--- src/rtl/digit_entry_pkg.sv ---
// Shared game definitions: digit geometry, entry FSM encoding and the nibble
// packing used by the sequence generator, the answer comparator and digit entry.
package digit_entry_pkg;

   localparam int DIGIT_W    = 4;
   localparam int NUM_DIGITS = 4;
   localparam int MAX_DIGIT  = 9;
   localparam int USER_W     = DIGIT_W * NUM_DIGITS;
   localparam int CNT_W      = $clog2(NUM_DIGITS + 1);

   typedef enum logic [1:0] {
      ST_IDLE    = 2'd0,
      ST_COLLECT = 2'd1,
      ST_DONE    = 2'd2
   } entry_state_t;

   // Digit k of a round lives in bits [DIGIT_W*k +: DIGIT_W]
   function automatic logic [USER_W-1:0] pack_digit(
      input logic [USER_W-1:0]  word,
      input logic [CNT_W-1:0]   idx,
      input logic [DIGIT_W-1:0] digit
   );
      logic [USER_W-1:0] w_word;
      w_word = word;
      for (int i = 0; i < NUM_DIGITS; i++) begin
         w_word[i*DIGIT_W +: DIGIT_W] = (idx == CNT_W'(i)) ? digit
                                                            : w_word[i*DIGIT_W +: DIGIT_W];
      end
      return w_word;
   endfunction

endpackage

--- src/rtl/digit_entry_btn_debounce.sv ---
// Raw button conditioning: 2-flop synchronizer, symmetric debounce counter and
// a single-cycle pulse on each qualified press (no repeat while held).
module btn_debounce #(
   parameter int DEBOUNCE_CYCLES = 250000
) (
   input  logic i_clk,
   input  logic i_rst,
   input  logic i_btn,
   output logic o_press
);

   localparam int CW = $clog2(DEBOUNCE_CYCLES + 1);

   logic          r_sync1;
   logic          r_sync2;
   logic          r_level;
   logic          r_press;
   logic [CW-1:0] r_cnt;

   // r_cnt counts consecutive samples disagreeing with the debounced level;
   // once it reaches DEBOUNCE_CYCLES the level flips, and a rising flip pulses.
   always_ff @(posedge i_clk) begin
      if (i_rst) begin
         r_sync1 <= 1'b0;
         r_sync2 <= 1'b0;
         r_level <= 1'b0;
         r_press <= 1'b0;
         r_cnt   <= {CW{1'b0}};
      end else begin
         r_sync1 <= i_btn;
         r_sync2 <= r_sync1;
         if (r_cnt == CW'(DEBOUNCE_CYCLES)) begin
            r_level <= ~r_level;
            r_press <= ~r_level;
            r_cnt   <= {CW{1'b0}};
         end else if (r_sync2 != r_level) begin
            r_press <= 1'b0;
            r_cnt   <= r_cnt + 1'b1;
         end else begin
            r_press <= 1'b0;
            r_cnt   <= {CW{1'b0}};
         end
      end
   end

   assign o_press = r_press;

endmodule

--- src/rtl/digit_entry.sv ---
// Player digit entry: four debounced enter presses packed into one word.
// Optional idle abandonment is compiled in with `define ENTRY_TIMEOUT_EN.
module digit_entry
   import digit_entry_pkg::*;
#(
   parameter int DEBOUNCE_CYCLES = 250000
`ifdef ENTRY_TIMEOUT_EN
   , parameter int TIMEOUT_CYCLES = 500000000
`endif
) (
   input  logic              i_clk,
   input  logic              i_rst,
   input  logic              i_start,
   input  logic [DIGIT_W-1:0] i_digit_sw,
   input  logic              i_enter_btn,
   input  logic              i_clear_btn,
   output logic [USER_W-1:0] o_user_int,
   output logic [CNT_W-1:0]  o_digit_count,
   output logic              o_busy,
   output logic              o_entry_valid,
   output logic              o_reject,
   output logic              o_timeout
);

   logic w_enter;
   logic w_clear;

   btn_debounce #(.DEBOUNCE_CYCLES(DEBOUNCE_CYCLES)) u_enter_db (
      .i_clk   (i_clk),
      .i_rst   (i_rst),
      .i_btn   (i_enter_btn),
      .o_press (w_enter)
   );

   btn_debounce #(.DEBOUNCE_CYCLES(DEBOUNCE_CYCLES)) u_clear_db (
      .i_clk   (i_clk),
      .i_rst   (i_rst),
      .i_btn   (i_clear_btn),
      .o_press (w_clear)
   );

   entry_state_t      r_state;
   logic [USER_W-1:0] r_user_int;
   logic [CNT_W-1:0]  r_count;
   logic              r_busy;
   logic              r_valid;
   logic              r_reject;
   logic              r_timeout;
`ifdef ENTRY_TIMEOUT_EN
   localparam int IDLE_W = $clog2(TIMEOUT_CYCLES + 1);
   logic [IDLE_W-1:0] r_idle;
`endif

   // Priority inside COLLECT: start, then clear, then enter, then idle timeout
   always_ff @(posedge i_clk) begin
      if (i_rst) begin
         r_state    <= ST_IDLE;
         r_user_int <= {USER_W{1'b0}};
         r_count    <= {CNT_W{1'b0}};
         r_busy     <= 1'b0;
         r_valid    <= 1'b0;
         r_reject   <= 1'b0;
         r_timeout  <= 1'b0;
`ifdef ENTRY_TIMEOUT_EN
         r_idle     <= {IDLE_W{1'b0}};
`endif
      end else begin
         r_valid   <= 1'b0;
         r_reject  <= 1'b0;
         r_timeout <= 1'b0;
         if (i_start) begin
            r_state    <= ST_COLLECT;
            r_user_int <= {USER_W{1'b0}};
            r_count    <= {CNT_W{1'b0}};
            r_busy     <= 1'b1;
`ifdef ENTRY_TIMEOUT_EN
            r_idle     <= {IDLE_W{1'b0}};
`endif
         end else begin
            case (r_state)
               ST_COLLECT: begin
                  if (w_clear) begin
                     r_user_int <= {USER_W{1'b0}};
                     r_count    <= {CNT_W{1'b0}};
`ifdef ENTRY_TIMEOUT_EN
                     r_idle     <= {IDLE_W{1'b0}};
`endif
                  end else if (w_enter) begin
`ifdef ENTRY_TIMEOUT_EN
                     r_idle <= {IDLE_W{1'b0}};
`endif
                     if (i_digit_sw <= DIGIT_W'(MAX_DIGIT)) begin
                        r_user_int <= pack_digit(r_user_int, r_count, i_digit_sw);
                        r_count    <= r_count + 1'b1;
                        if (r_count == CNT_W'(NUM_DIGITS - 1)) begin
                           r_state <= ST_DONE;
                           r_busy  <= 1'b0;
                           r_valid <= 1'b1;
                        end else begin
                           r_state <= ST_COLLECT;
                        end
                     end else begin
                        r_reject <= 1'b1;
                     end
                  end else begin
`ifdef ENTRY_TIMEOUT_EN
                     if (r_idle == IDLE_W'(TIMEOUT_CYCLES - 1)) begin
                        r_timeout  <= 1'b1;
                        r_user_int <= {USER_W{1'b0}};
                        r_count    <= {CNT_W{1'b0}};
                        r_state    <= ST_IDLE;
                        r_busy     <= 1'b0;
                        r_idle     <= {IDLE_W{1'b0}};
                     end else begin
                        r_idle <= r_idle + 1'b1;
                     end
`else
                     r_state <= ST_COLLECT;
`endif
                  end
               end
               ST_IDLE, ST_DONE: begin
                  r_busy <= 1'b0;
`ifdef ENTRY_TIMEOUT_EN
                  r_idle <= {IDLE_W{1'b0}};
`endif
               end
               default: begin
                  r_state <= ST_IDLE;
                  r_busy  <= 1'b0;
               end
            endcase
         end
      end
   end

   assign o_user_int    = r_user_int;
   assign o_digit_count = r_count;
   assign o_busy        = r_busy;
   assign o_entry_valid = r_valid;
   assign o_reject      = r_reject;
   assign o_timeout     = r_timeout;

endmodule

--- config.mk ---
export PLATFORM = sky130hd
export DESIGN_NAME = digit_entry
export DESIGN_NICKNAME = d
export VERILOG_FILES = /design/src/rtl/digit_entry_pkg.sv /design/src/rtl/digit_entry_btn_debounce.sv /design/src/rtl/digit_entry.sv
export SDC_FILE = /design/constraint.sdc
export NUM_CORES = 1
export LEC_CHECK = 0
export ABC_AREA = 1
export CORE_MARGIN = 2
export CORE_UTILIZATION = 30
export CTS_CLUSTER_DIAMETER = 120
export DETAILED_ROUTE_END_ITERATION = 16
export GPL_TIMING_DRIVEN = 0
export PLACE_DENSITY = 0.52
export SYNTH_ARGS = -nofsm -noshare
export SYNTH_HDL_FRONTEND = slang
export SYNTH_HIERARCHICAL = 1
export SYNTH_SLANG_ARGS = --single-unit
export TNS_END_PERCENT = 1
--- constraint.sdc ---
create_clock -name i_clk -period 2.85 [get_ports i_clk]
set_input_delay 0.4275 -clock i_clk [delete_from_list [all_inputs] [get_ports i_clk]]
set_output_delay 0.4275 -clock i_clk [all_outputs]
set_load 0.02 [all_outputs]
==> Yosys cells after proc, flatten, opt, wreduce, memory -nomap -nowiden <==
Index checks and enable logic that the tools add are counted.
{ "classes": {"magnitude_cmp": 1, "add_sub_neg": 3, "n_bitwise": 10, "reduce_logical": 24, "muxes": 24, "eq_ne": 17} }
{ "ops": {"columns": ["operator", "n"], "rows": [
  ["2-to-1 mux 16 bit", 3],
  ["adder 18 x 1 -> 18 bit, second input constant", 2],
  ["equality test 18 bit, second input constant", 2],
  ["AND reduction 4 bit", 5],
  ["2-to-1 mux 4 bit", 4],
  ["!= test 3 bit, second input constant", 4],
  ["nonzero test 2 bit", 6],
  ["inverter 1 bit", 10],
  ["2-to-1 mux 1 bit", 9],
  ["2-to-1 mux 3 bit", 3],
  ["AND reduction 3 bit", 3],
  ["2-to-1 mux 2 bit", 4],
  ["OR reduction 2 bit", 4],
  ["equality test 3 x 2 -> 1 bit, second input constant", 2],
  ["OR reduction 3 bit", 2],
  ["OR reduction 6 bit", 1],
  ["OR reduction 5 bit", 1],
  ["<= comparator 4 bit, second input constant", 1],
  ["!= test 2 bit, second input constant", 2],
  ["!= test 4 bit, second input constant", 1],
  ["one-hot mux 2 bit (2 select lines)", 1],
  ["adder 3 x 1 -> 3 bit, second input constant", 1],
  ["equality test 3 x 1 -> 1 bit, second input constant", 1],
  ["zero test 3 bit", 1],
  ["other kinds (5)", 6]
]} }
{ "totals": {"out_inout_bits": 23, "regBits": 68, "input_bits": 9, "word_cells": 99} }

==> Depth between registers and ports, before layout <==
{ "logic_depth": {"depth_word": 7, "mapped_depth": 8, "depth_no_buf": 8} }

==> Modules after synthesis <==
Netlist, hierarchy kept.
{ "by_module_without_submodules": {"columns": ["module", "n_inst", "seq_area_each_um2", "area_per_inst_um2", "cells_per_inst"], "rows": [
  ["btn_debounce", 2, 440.4, 1096.1, 161],
  ["digit_entry", 1, 480.5, 1292.5, 187]
]} }

==> Least setup slack after synthesis <==
Ideal clock, no wire load.
{ "synth_timing": {"path_type": "flip-flop to flip-flop", "start": "reg r_count[0] (netlist: o_digit_count[0])", "end": "reg r_user_int[12] (netlist: o_user_int[12])", "period_less_slack_ps": 1341, "path_stages_with_launch": 8, "n_path_buf": 0, "setup_slack_ps": 1509, "arrival_ps": 1228, "required_ps": 2737, "setup_ps": 113, "cell_sequence": "dfxtp_1 > ha_1 > ha_1 > inv_1 > nand2_2 > nand3_4 > nor2_1 > nor2_1"} }
{ "synth_between": {"elab_chain_cells": 3} }
{ "synth_rtl": {"columns": ["item", "line_no", "rtl"], "rows": [
  ["start, declared", "digit_entry.sv:44", "logic [CNT_W-1:0] r_count;"],
  ["start signal, assigned", "digit_entry.sv:59", "r_count <= {CNT_W{1'b0}};"],
  ["start signal, assigned", "digit_entry.sv:74", "r_count <= {CNT_W{1'b0}};"],
  ["start signal, assigned", "digit_entry.sv:84", "r_count <= {CNT_W{1'b0}};"],
  ["equality test 3 x 2 -> 1 bit", "digit_entry_pkg.sv:26", "w_word[i*DIGIT_W +: DIGIT_W] = (idx == CNT_W'(i)) ? digit"],
  ["nonzero test 2 bit (no line)", null, null],
  ["AND reduction 4 bit (no line)", null, null],
  ["end signal, assigned", "digit_entry.sv:58", "r_user_int <= {USER_W{1'b0}};"],
  ["end signal, assigned", "digit_entry.sv:73", "r_user_int <= {USER_W{1'b0}};"],
  ["end signal, assigned", "digit_entry.sv:83", "r_user_int <= {USER_W{1'b0}};"],
  ["end, declared", "digit_entry.sv:43", "logic [USER_W-1:0] r_user_int;"]
]} }
Every way passes these cells.
A chain may end at the register's enable or synchronous reset.

==> Worst setup path after layout <==
{ "layout_timing": {"start": "reg r_count[0] (netlist: o_digit_count[0])", "end": "out o_digit_count[0]"} }
{ "layout_lines": {"columns": ["item", "line_no", "rtl"], "rows": [
  ["end, declared", "digit_entry.sv:18", "output logic [CNT_W-1:0] o_digit_count,"]
]} }
No word-level cell between the ends.

==> impl_metrics.ini <==
[outcome]
status = complete, no violations

[clock_network]
cts_setup_buffers = 0
cts_buffer_depth = 2
clk_pin_slew_ns = 0.06
clk_latency_ns = 0.33
postCtsResizedCells = 0
hold_buffers = 0
clock-root-buffer = clkbuf_16
cts_buffers = 9
numClockSinks = 68
h-tree-depth = 3
cts_tree = built

[logic_synthesis]
synth_top_family_by_area = simple AND/OR/NAND/NOR gates
synth_fa_ha_area_frac = 0.0323
yosys_register_bits = 68
synth.area.mux_share = 0
synth_top_area_frac = 0.391
synth_cells = 509
ys_warn_count = 6
yosys.area_share.xor_xnor = 0.0503
synth-simple-area-share = 0.396
synth-seq-area-share = 0.391
ys_types = 30
yosys-top-cells-area = dfxtp_1 (39%), nor2_1 (14%), nand2_1 (13%)
yosys.area.top_type = dfxtp_1
syn-num-nets = 527
syn-cell-area_mm2 = 0.00348
syn_avg_cell_area_um2 = 6.85
synth-compound-area-share = 0.0241

[floorplanning]
start_util = 0.306
die_h_um = 112
pin_count = 32
die_w_um = 112
coreArea_mm2 = 0.0114
die_area_mm2 = 0.0125
rows = 39

[sta]
rsz0062_at_grt = no
postLayoutSetupSlackWorst_ns = 1.03
fmax_mhz = 551
clock_skew_ns = 0.00583
whs_ns = 0.405
hold_viol = 0
setup_viol = 0
finalSetupTns_ns = 0
drv_slew = 0
min_period_ns = 1.82
post-route-period-util = 0.637

[worst_setup_path]
path_buf_inv = 1
worstPathCellList = clkdlybuf4s50_1
critPathLaunchType = register
crit_fanout = 6
cp_top_family = buffers and inverters
r2r-start = u_enter_db/r_cnt[1]$_SDFF_PP0_
crit_type = reg2out
max_stage_delay_ns = 0.64
required_ns = 2.42
ff2ff_setup_slack_ns = 1.42
regToRegEndpoint = u_enter_db/r_cnt[16]$_SDFF_PP0_
cpMaxStageDelayCell = clkdlybuf4s50_1
rr_worst_depth = 8
crit_start = o_digit_count[0]$_SDFFE_PP0P_
cp-end-kind = output port
cp.arrival_ns = 1.39

[routing]
drtIter0Drc = 136
via_count = 3007
drc = 0
wl_mm = 7.22
wl_met3_um = 303
wire_per_inst_um = 10.3
detail_route.first_pass.iterations = 4
avgViaCountPerCell = 4.31
final_antenna_net_count = 0
wl_met2_mm = 3.28
dr.max_layer_used = met4
met1Wirelength_mm = 3.55

[layout]
fillers = 1223
final_util = 0.379
layout.nets = 568
drive_gt1_frac = 0.0775
syn2layout_area_growth_pct = 23.5
num_antenna_cells = 0

[global_routing]
antenna_found_initial = 0
grt_pass1_wl_mm = 12.4
grt_usage = 0.120
overflow = 0
grt_max_degree = 14
grt_pass1_vias = 2821

[worst_hold_path]
hold_path_end = u_clear_db/r_sync2$_SDFF_PP0_
holdPathStages = 2
holdCritPathClass = reg2reg
hp-start = u_clear_db/r_sync1$_SDFF_PP0_

[power_and_ir_drop]
power_density_mw_per_mm2 = 532
power.leakage_nw = 1.66
ir_worst_vdd_v = 0.000298
power_mw = 2.29

[place]
routabilityCongestion = 0.853
dp_hpwl_mm = 5.55
pre_cts_ws_ns = 0.950
numPortBuffers = 30

[flow_run]
cap_violations = 0
## logic make-up (layout without fill, tap and decap cells)
group	Yosys count	after routing
adders and majority gates	9	9
xor gates and xnor gates	20	20
buffers and inverters	87	133
other	1	1
AOI/OAI and AO/OA	15	15
DFF	68	68
and+or+nand+nor	309	309
## flip-flops by register name, indices dropped and copies added, names as in the netlist, 2 cells and up
register and flops:
r_state 2, u_clear_db/r_cnt 18, o_user_int 16, o_digit_count 3
u_enter_db/r_cnt 18
## through the flow
step,instance area (um2),instances
2_1_floorplan,3480,509
3_3_place_gp,3960,682
3_5_place_dp,3960,682
4_1_cts,4300,698
5_1_grt,4300,698
6_report,4300,698
## area by class of cell
type,count,area (um2),share of cell area
tap,143,179,0.0416
sequential,68,1360,0.316
clock buffer,9,225,0.0523
buffer,6,63.8,0.0148
multi-input combinational,354,1760,0.408
inverter,81,304,0.0706
timing repair buffer,30,300,0.0698
clock inverter,7,115,0.0267
## worst max-delay path by stage
stage / depth (start not counted) / to / slack [ns]
finish: 1 / o_digit_count[0] / 1.03
detailed placement: 4 / o_entry_valid$_SDFF_PP0_ / 0.95
CTS: 1 / o_digit_count[0] / 1.01
floorplan: 7 / o_user_int[12]$_SDFFE_PP0P_ / 1.51
global route: 1 / o_digit_count[0] / 0.98
global placement: 4 / r_state[1]$_SDFFE_PP0P_ / 0.95
## routing by layer
metal / GRT usage / up-vias
li1: - / 1613
met1: 0.155 / 1332
met2: 0.195 / 54
met3: 0.0283 / 8
met4: 0.0486 / 0
met5: 0 / -
## synth_stat cells, drive strengths merged
library cell and number:
nand2 131, nor2 130, inv 81, dfxtp 68, nand3 26, nand4 15, xor2 14, ha 9
o21ai 8, buf 6, xnor2 6, a21oi 3, nor3 3, nand3b 2, o21bai 2, or2 2
a21boi 1, a31oi 1, conb 1
## cells in the final DEF, fill, tap and decap left out, types with 3 or more instances in the layout
master,n
nand3_1,19
nand3_4,5
xor2_1,14
a21oi_1,3
xnor2_1,6
inv_1,80
clkdlybuf4s50_1,30
nand2_4,3
o21ai_0,5
ha_1,9
buf_4,3
nor2_1,128
clkbuf_16,9
dfxtp_1,68
bufinv_16,3
nand4_1,15
o21ai_1,3
nand2_1,124
nand2_2,4
## where the power goes
part / internal [mW] / total [mW] / switching [mW] / leakage, nW
Combinational: 0.0274 / 0.0674 / 0.0400 / 0.952
Clock: 0.851 / 1.26 / 0.414 / 0.161
Sequential: 0.956 / 0.959 / 0.00309 / 0.549
No activity file was read; power rests on OpenSTA's default activity.
